File: src/rtl/motor_pkg.sv
// Shared types and defaults for the motor command sequencer
// and the PWM controller it feeds.
package motor_pkg;

    localparam int C_MULTIPLY_BY   = 33003;
    localparam int C_PWM_FREQ_CLKS = 3333333;

    typedef logic [23:0] duty_t;

    typedef enum logic [1:0] {
        DIR_OFF = 2'd0,
        DIR_CW  = 2'd1,
        DIR_CCW = 2'd2
    } dir_e;

    typedef enum logic [2:0] {
        ST_INIT,
        ST_IDLE,
        ST_DIR_WR,
        ST_RAMP_UP,
        ST_RAMP_DOWN,
        ST_RUN,
        ST_DEAD
    } state_e;

    // Code 3 is undefined downstream, so it is folded into off.
    function automatic dir_e norm_dir(input logic [1:0] d);
        return (d == 2'd3) ? DIR_OFF : dir_e'(d);
    endfunction

    function automatic duty_t dir_code(input dir_e d, input int mult);
        return duty_t'(int'(d) * mult);
    endfunction

endpackage

File: src/rtl/motor_cmd_sequencer_if.sv
// Direction/duty command channel with a valid/ready handshake.
interface motor_cmd_sequencer_if;
    import motor_pkg::*;

    logic       cmd_valid;
    logic       cmd_ready;
    logic [1:0] cmd_dir;
    duty_t      cmd_duty;

    modport master (
        output cmd_valid,
        output cmd_dir,
        output cmd_duty,
        input  cmd_ready
    );

    modport slave (
        input  cmd_valid,
        input  cmd_dir,
        input  cmd_duty,
        output cmd_ready
    );

endinterface

File: src/rtl/pwm_period_tick.sv
// Free-running PWM period counter; tick marks the last clock
// of each period.
module pwm_period_tick
    import motor_pkg::*;
#(
    parameter int c_PWM_Freq_Clks = C_PWM_FREQ_CLKS
) (
    input  logic i_Clk,
    input  logic i_Rst_n,
    output logic o_Tick
);

    localparam int W =
        (c_PWM_Freq_Clks > 1) ? $clog2(c_PWM_Freq_Clks) : 1;
    localparam logic [W-1:0] LAST = W'(c_PWM_Freq_Clks - 1);

    logic [W-1:0] r_Count;

    always_ff @(posedge i_Clk or negedge i_Rst_n) begin
        if (!i_Rst_n) begin
            r_Count <= '0;
        end else if (r_Count == LAST) begin
            r_Count <= '0;
        end else begin
            r_Count <= r_Count + 1'b1;
        end
    end

    assign o_Tick = (r_Count == LAST);

endmodule

File: src/rtl/motor_cmd_sequencer.sv
// Soft-ramping command sequencer in front of the DC motor PWM
// controller; reversals go ramp-down, off, dead time, ramp-up.
module motor_cmd_sequencer
    import motor_pkg::*;
#(
    parameter int c_PWM_Freq_Clks = C_PWM_FREQ_CLKS,
    parameter int c_Multiply_By   = C_MULTIPLY_BY,
    parameter int c_Min_Range     = 10 * c_Multiply_By,
    parameter int c_Ramp_Step     = 33003,
    parameter int c_Dead_Periods  = 2
) (
    input  logic                  i_Clk,
    input  logic                  i_Rst_n,
    motor_cmd_sequencer_if.slave  cmd,
    output duty_t                 o_Control_Range,
    output logic [1:0]            o_Dir_Active,
    output duty_t                 o_Range_Active,
    output logic                  o_Busy
);

    localparam duty_t C_MIN  = duty_t'(c_Min_Range);
    localparam duty_t C_MAX  = duty_t'(c_PWM_Freq_Clks);
    localparam duty_t C_STEP = duty_t'(c_Ramp_Step);
    localparam int    DW     = $clog2(c_Dead_Periods + 1);
    localparam logic [DW-1:0] DEAD_LAST = DW'(c_Dead_Periods - 1);

    function automatic duty_t clamp_duty(input duty_t d);
        duty_t r;
        unique case (1'b1)
            (d < C_MIN): r = C_MIN;
            (d > C_MAX): r = C_MAX;
            default:     r = d;
        endcase
        return r;
    endfunction

    function automatic duty_t ramp_up(input duty_t r, input duty_t t);
        logic [24:0] s;
        s = {1'b0, r} + {1'b0, C_STEP};
        return (s >= {1'b0, t}) ? t : s[23:0];
    endfunction

    // Underflow is caught before the compare against the target.
    function automatic duty_t ramp_dn(input duty_t r, input duty_t t);
        logic [24:0] s;
        if ({1'b0, r} < {1'b0, C_STEP}) return t;
        s = {1'b0, r} - {1'b0, C_STEP};
        return (s <= {1'b0, t}) ? t : s[23:0];
    endfunction

    state_e          r_State;
    duty_t           r_Range;
    duty_t           r_Target;
    duty_t           r_Goal;
    dir_e            r_Dir;
    dir_e            r_New_Dir;
    dir_e            r_Wr_Dir;
    logic            r_Wr_Cnt;
    logic [DW-1:0]   r_Dead_Cnt;

    logic  w_Tick;
    logic  w_Accept;
    dir_e  w_Dir;
    duty_t w_Duty;
    duty_t w_Up;
    duty_t w_Dn;

    pwm_period_tick #(
        .c_PWM_Freq_Clks(c_PWM_Freq_Clks)
    ) u_tick (
        .i_Clk   (i_Clk),
        .i_Rst_n (i_Rst_n),
        .o_Tick  (w_Tick)
    );

    assign w_Accept       = cmd.cmd_valid & cmd.cmd_ready;
    assign w_Dir          = norm_dir(cmd.cmd_dir);
    assign w_Duty         = clamp_duty(cmd.cmd_duty);
    assign w_Up           = ramp_up(r_Range, r_Target);
    assign w_Dn           = ramp_dn(r_Range, r_Target);
    assign o_Dir_Active   = r_Dir;
    assign o_Range_Active = r_Range;

    always_ff @(posedge i_Clk or negedge i_Rst_n) begin
        if (!i_Rst_n) begin
            r_State         <= ST_INIT;
            r_Range         <= C_MIN;
            r_Target        <= C_MIN;
            r_Goal          <= C_MIN;
            r_Dir           <= DIR_OFF;
            r_New_Dir       <= DIR_OFF;
            r_Wr_Dir        <= DIR_OFF;
            r_Wr_Cnt        <= 1'b0;
            r_Dead_Cnt      <= '0;
            o_Control_Range <= '0;
            cmd.cmd_ready   <= 1'b0;
            o_Busy          <= 1'b1;
        end else begin
            unique case (r_State)
                ST_INIT: begin
                    r_Wr_Cnt <= ~r_Wr_Cnt;
                    if (r_Wr_Cnt) begin
                        r_State         <= ST_IDLE;
                        o_Control_Range <= r_Range;
                        cmd.cmd_ready   <= 1'b1;
                        o_Busy          <= 1'b0;
                    end
                end
                ST_IDLE: begin
                    if (w_Accept && w_Dir != DIR_OFF) begin
                        r_Range         <= C_MIN;
                        r_Goal          <= w_Duty;
                        r_New_Dir       <= w_Dir;
                        r_Wr_Dir        <= w_Dir;
                        r_Wr_Cnt        <= 1'b0;
                        o_Control_Range <= dir_code(w_Dir, c_Multiply_By);
                        r_State         <= ST_DIR_WR;
                        cmd.cmd_ready   <= 1'b0;
                        o_Busy          <= 1'b1;
                    end
                end
                ST_DIR_WR: begin
                    r_Wr_Cnt <= ~r_Wr_Cnt;
                    if (r_Wr_Cnt) begin
                        r_Dir           <= r_Wr_Dir;
                        o_Control_Range <= r_Range;
                        if (r_Wr_Dir != DIR_OFF) begin
                            r_Target <= r_Goal;
                            r_State  <= ST_RAMP_UP;
                        end else if (r_New_Dir != DIR_OFF) begin
                            r_Dead_Cnt <= '0;
                            r_State    <= ST_DEAD;
                        end else begin
                            r_State       <= ST_IDLE;
                            cmd.cmd_ready <= 1'b1;
                            o_Busy        <= 1'b0;
                        end
                    end
                end
                ST_RAMP_UP: begin
                    if (r_Range == r_Target) begin
                        r_State       <= ST_RUN;
                        cmd.cmd_ready <= 1'b1;
                        o_Busy        <= 1'b0;
                    end else if (w_Tick) begin
                        r_Range         <= w_Up;
                        o_Control_Range <= w_Up;
                    end
                end
                ST_RAMP_DOWN: begin
                    if (r_Range == r_Target) begin
                        if (r_New_Dir != r_Dir) begin
                            r_Wr_Dir        <= DIR_OFF;
                            r_Wr_Cnt        <= 1'b0;
                            o_Control_Range <= dir_code(DIR_OFF, c_Multiply_By);
                            r_State         <= ST_DIR_WR;
                        end else begin
                            r_State       <= ST_RUN;
                            cmd.cmd_ready <= 1'b1;
                            o_Busy        <= 1'b0;
                        end
                    end else if (w_Tick) begin
                        r_Range         <= w_Dn;
                        o_Control_Range <= w_Dn;
                    end
                end
                ST_RUN: begin
                    if (w_Accept) begin
                        r_New_Dir <= w_Dir;
                        if (w_Dir != r_Dir) begin
                            r_Goal        <= w_Duty;
                            r_Target      <= C_MIN;
                            r_State       <= ST_RAMP_DOWN;
                            cmd.cmd_ready <= 1'b0;
                            o_Busy        <= 1'b1;
                        end else if (w_Duty > r_Range) begin
                            r_Target      <= w_Duty;
                            r_State       <= ST_RAMP_UP;
                            cmd.cmd_ready <= 1'b0;
                            o_Busy        <= 1'b1;
                        end else if (w_Duty < r_Range) begin
                            r_Target      <= w_Duty;
                            r_State       <= ST_RAMP_DOWN;
                            cmd.cmd_ready <= 1'b0;
                            o_Busy        <= 1'b1;
                        end
                    end
                end
                ST_DEAD: begin
                    if (w_Tick) begin
                        if (r_Dead_Cnt == DEAD_LAST) begin
                            r_Wr_Dir        <= r_New_Dir;
                            r_Wr_Cnt        <= 1'b0;
                            o_Control_Range <= dir_code(r_New_Dir, c_Multiply_By);
                            r_State         <= ST_DIR_WR;
                        end else begin
                            r_Dead_Cnt <= r_Dead_Cnt + 1'b1;
                        end
                    end
                end
                default: r_State <= ST_INIT;
            endcase
        end
    end

endmodule

File: src/flat_wrapper.sv
// flat-port wrapper written by rule: the top's interface ports become plain ports
module motor_cmd_sequencer_flat import motor_pkg::*;
#(
    parameter int c_PWM_Freq_Clks = C_PWM_FREQ_CLKS,
    parameter int c_Multiply_By   = C_MULTIPLY_BY,
    parameter int c_Min_Range     = 10 * c_Multiply_By,
    parameter int c_Ramp_Step     = 33003,
    parameter int c_Dead_Periods  = 2
)
  (i_Clk, i_Rst_n, o_Control_Range, o_Dir_Active, o_Range_Active, o_Busy, cmd_cmd_valid, cmd_cmd_dir, cmd_cmd_duty, cmd_cmd_ready);
  motor_cmd_sequencer_if cmd_i ();
  input  logic i_Clk;
  input  logic i_Rst_n;
  output duty_t o_Control_Range;
  output logic [1:0] o_Dir_Active;
  output duty_t o_Range_Active;
  output logic o_Busy;
  input wire logic [$bits(cmd_i.cmd_valid)-1:0] cmd_cmd_valid;
  input wire logic [$bits(cmd_i.cmd_dir)-1:0] cmd_cmd_dir;
  input wire logic [$bits(cmd_i.cmd_duty)-1:0] cmd_cmd_duty;
  output wire logic [$bits(cmd_i.cmd_ready)-1:0] cmd_cmd_ready;
  assign cmd_i.cmd_valid = cmd_cmd_valid;
  assign cmd_i.cmd_dir = cmd_cmd_dir;
  assign cmd_i.cmd_duty = cmd_cmd_duty;
  assign cmd_cmd_ready = cmd_i.cmd_ready;
  motor_cmd_sequencer #(.c_PWM_Freq_Clks(c_PWM_Freq_Clks), .c_Multiply_By(c_Multiply_By), .c_Min_Range(c_Min_Range), .c_Ramp_Step(c_Ramp_Step), .c_Dead_Periods(c_Dead_Periods)) u_core (.i_Clk(i_Clk), .i_Rst_n(i_Rst_n), .cmd(cmd_i), .o_Control_Range(o_Control_Range), .o_Dir_Active(o_Dir_Active), .o_Range_Active(o_Range_Active), .o_Busy(o_Busy));
endmodule
File: config.mk
export PLATFORM = sky130hd
export DESIGN_NAME = motor_cmd_sequencer_flat
export DESIGN_NICKNAME = d
export VERILOG_FILES = /design/src/rtl/motor_pkg.sv /design/src/rtl/motor_cmd_sequencer_if.sv /design/src/rtl/pwm_period_tick.sv /design/src/rtl/motor_cmd_sequencer.sv /design/src/flat_wrapper.sv
export SDC_FILE = /design/constraint.sdc
export NUM_CORES = 1
export LEC_CHECK = 0
export ABC_AREA = 1
export CAP_MARGIN = 5
export CORE_MARGIN = 2
export CORE_UTILIZATION = 40
export CTS_CLUSTER_DIAMETER = 80
export DETAILED_ROUTE_END_ITERATION = 10
export GPL_TIMING_DRIVEN = 0
export REMOVE_ABC_BUFFERS = 1
export SLEW_MARGIN = 20
export SYNTH_ARGS = -nofsm -noshare
export SYNTH_HDL_FRONTEND = slang
export SYNTH_SLANG_ARGS = --single-unit
File: constraint.sdc
create_clock -name i_Clk -period 4.74 [get_ports i_Clk]
set_clock_uncertainty 0.2 [all_clocks]
set_input_delay 0.948 -clock i_Clk [delete_from_list [all_inputs] [get_ports i_Clk]]
set_output_delay 0.948 -clock i_Clk [all_outputs]
set_load 0.05 [all_outputs]
==> metrics.csv <==
metric;value;unit
CTS tree;yes;
Placer Congestion;0.9424;
Max Buffers Root-to-Sink;2;
initial antenna violation count;0;
Residual DRC;0;
peak supply drop;0.4742;mV
Sw Share;57.79;%
mux share of post-synthesis cell area;0.1894;%
clock share of power;11.7;%
fillers;3155;
maximum clock frequency;0.2196;GHz
DR iter-0 viols;1108;
core area;29480;sq um
crit path kind;in -> reg;
routed vias/inst;5.209;
crit-path max cell delay;530;ps
largest net degree at the start of global routing;69;
worst skew pair latency;440;ps
Compound-Gate Fraction of Synth Area;8.061;%
Routed WL;38650;um
largest family of logic cells by synthesized area;simple AND/OR/NAND/NOR gates;
Seq/Total Area, Yosys;28.05;%
status;finished clean;
Post-Synth XOR/XNOR Area;2.799;%
period utilisation layout;96.08;%
CP dominant cell by count;nand2_1;
synthesized area;11890;sq um
Synth Register Bits;132;
worst path bufs/invs;2;
routed vias;12070;
global-route wire length before repair;61600;um
Post-synth top flop;dfrtp_1;
max-capacitance violation count;0;
global route overflow;0;
Period minus WS final;4554;ps
setup violators final;0;
Die Area;31120;sq um
Final ANT Viol Nets;0;
P_int;4551;uW
simple-gate portion of the synthesized area;40.44;%
WHS;248.9;ps
final hold violation count;0;
Die W;176.4;um
WP data required;4840;ps
post-synthesis adder-cell area fraction;8.630;%
post-synthesis async set-or-reset flop share;100.0;%
Pleak;0.007130;uW
row count;63;
number of flops mapped to enable cells by yosys;0;
NetSw;6231;uW
CP endpoint kind;register;
clk slew on worst S/H paths;60;ps
CP max FO;24;
Slew Limit Fails;0;
dpl ws;-1307;ps
vias in the first global route;11220;
combinational share of power;68.7;%
IO Pins;81;
Root Driver;clkbuf_16;
synth top area cells;dfrtp_1 23%, nand2_1 21%, ha_1 8.6%;
final worst slack;185.8;ps
storage element area;3336;sq um
Initial Util;40.33;%
Syn Inst Count;1865;
worst min-delay path class;in -> async;
Crit-path slowest cell;clkdlybuf4s50_1;
Tot GR Track Use;25.24;%
number of diodes;0;
layout cells sized above 1;7.106;%
die height;176.4;um
Clock Sinks;132;
setup TNS;0;ps
Flop pwr share;19.6;%
Worst-Margin Slew;1080;ps
Area Growth Syn to Fin;14.22;%
port bufs;80;
library cells used by synthesis;54;
H-tree levels;4;
Detailed Routing Iterations Pass 1;6;
relative slew slack;27.89;%
area share of the largest cell type after synthesis;22.52;%
power per cell area;794.0;nW/um^2
worst-path cell chain;clkdlybuf4s50_1 > nand4_1 > nor4_1 > nand2_1 > nor2_1 > o21ai_4 > nand2_1 > nor2_1 > ha_1 > nand2_1 > nor2_1 > nand2_1 > nor4_2 > nand2_1 > nand4_1 > nand2_4 > nand3_4 > inv_6 > nand2_1 > o21ai_0;
Yosys top cell by area;dfrtp_1;
nets;2026;
hold bufs inserted after CTS;0;
cell family with most CP delay;simple AND/OR/NAND/NOR gates;
Multi-input gate area;7272;sq um
crit path launch type;input port;
Data arrival, critical path;4650;ps
Num CTS Buffers;17;
Synth Warn #;0;
wire per inst;16.68;um
Synth Area per Inst;6.375;sq um
hpwl dp;28760;um
Final Util;46.06;%
-- area by class of cell --
type,count,area share [%]
Sequential cell,132,24.56
Inverter,277,7.731
Multi-Input combinational cell,1398,53.55
Timing Repair Buffer,89,6.634
Tap cell,390,3.593
Clock buffer,28,3.732
Clock inverter,4,0.1935
-- routing by layer --
metal  vias to the layer above  GRT usage [%]  part of all wire [%]
met5                         -              0                     0
met4                         0          6.990                   2.0
met3                        41          3.962                   6.2
met2                       381          40.21                    44
met1                      5587          35.45                    47
li1                       6065              -                     -
-- power groups by stage --
stage	combinational [uW]	sequential (uW)	clock (uW)
after global routing	8300	2170	1320
final	7410	2120	1260
after detailed placement	7120	2120	0
after floorplan	4530	2490	0
after CTS	7310	2100	1280
after global placement	7010	2120	0
-- timing repair --
| action | CTS | global route |
|---|---|---|
| pin swaps | 2 | 3 |
| setup buffers | 2 | 4 |
| resized for setup | 11 | 10 |
| setup endpoints to repair | 77 | 72 |
| cloned | 2 | 0 |
-- metrics by stage --
stage	total power, uW	cells	instance area, sq um
finish	10780	2318	13580
global route	11790	2318	13580
CTS	10690	2314	13510
detailed placement	9238	2278	12890
global placement	9128	2275	12820
floorplan	7013	1805	11530
-- path summary, 6_finish.rpt --
kind	cells after the start	endpoint	startpoint	slack (ps)
min in group i_Clk	2	u_core.o_Busy	u_core.o_Busy	260
min	1	u_core.o_Range_Active[17]	i_Rst_n	250
min reg2reg	2	u_core.o_Busy	u_core.o_Busy	260
max reg2reg	28	u_core.o_Control_Range[10]	u_core.o_Range_Active[1]	220
max	20	u_core.r_Target[6]	cmd_cmd_duty[15]	190
max in group asynchronous	2	u_core.r_Target[5]	i_Rst_n	3320
-- cells in the final DEF, fill, tap and decap left out, types with 3 or more instances in the layout --
master,n
nand3_2,5
nand4_1,44
dfstp_2,25
clkdlybuf4s50_1,79
o22ai_1,3
clkbuf_8,4
nand2_2,9
clkinv_1,10
nor2_2,7
ha_1,82
nor2_1,118
nand3_4,3
o31ai_1,3
inv_1,244
o21ai_0,62
buf_4,7
o211ai_1,4
o21ai_1,11
a22oi_1,5
a21oi_4,3
xnor2_1,11
a21oi_1,64
nor3_1,29
a31oi_1,3
o21a_1,5
nand2_4,7
nor4_1,11
clkbuf_16,17
nand2_1,649
xor2_1,27
clkbuf_1,7
inv_2,20
nand3_1,202
dfrtp_1,106
nor2_4,3
-- cells in the mapped netlist (all sizes together), types with 5 or more instances --
library cell / number
dfrtp: 107
ha: 82
a21oi: 67
xnor2: 11
clkbuf: 18
xor2: 27
nand4: 44
nor3: 31
a22oi: 5
inv: 266
o21a: 5
buf: 43
nor2: 129
nor4: 14
dfstp: 25
nand2: 667
o21ai: 75
clkinv: 11
nand3: 210
-- cell families (layout without fill, tap and decap cells) --
family                     after synthesis  in the layout
other                                    1              2
and+or+nand+nor                       1099           1100
adders and majority gates               82             82
muxes                                    2              2
buffers and inverters                  338            398
AOI/OAI and AO/OA                      173            174
DFF                                    132            132
xor gates and xnor gates                38             38
-- flip-flops by register name (all words and copies together), names as in the netlist, 3 cells and up --
| register | cells |
|---|---|
| u_core.o_Control_Range | 24 |
| u_core.r_Goal | 24 |
| u_core.o_Range_Active | 24 |
| u_core.r_State | 3 |
| u_core.u_tick.r_Count | 22 |
| u_core.r_Target | 24 |
No activity file was read; power rests on OpenSTA's default activity.
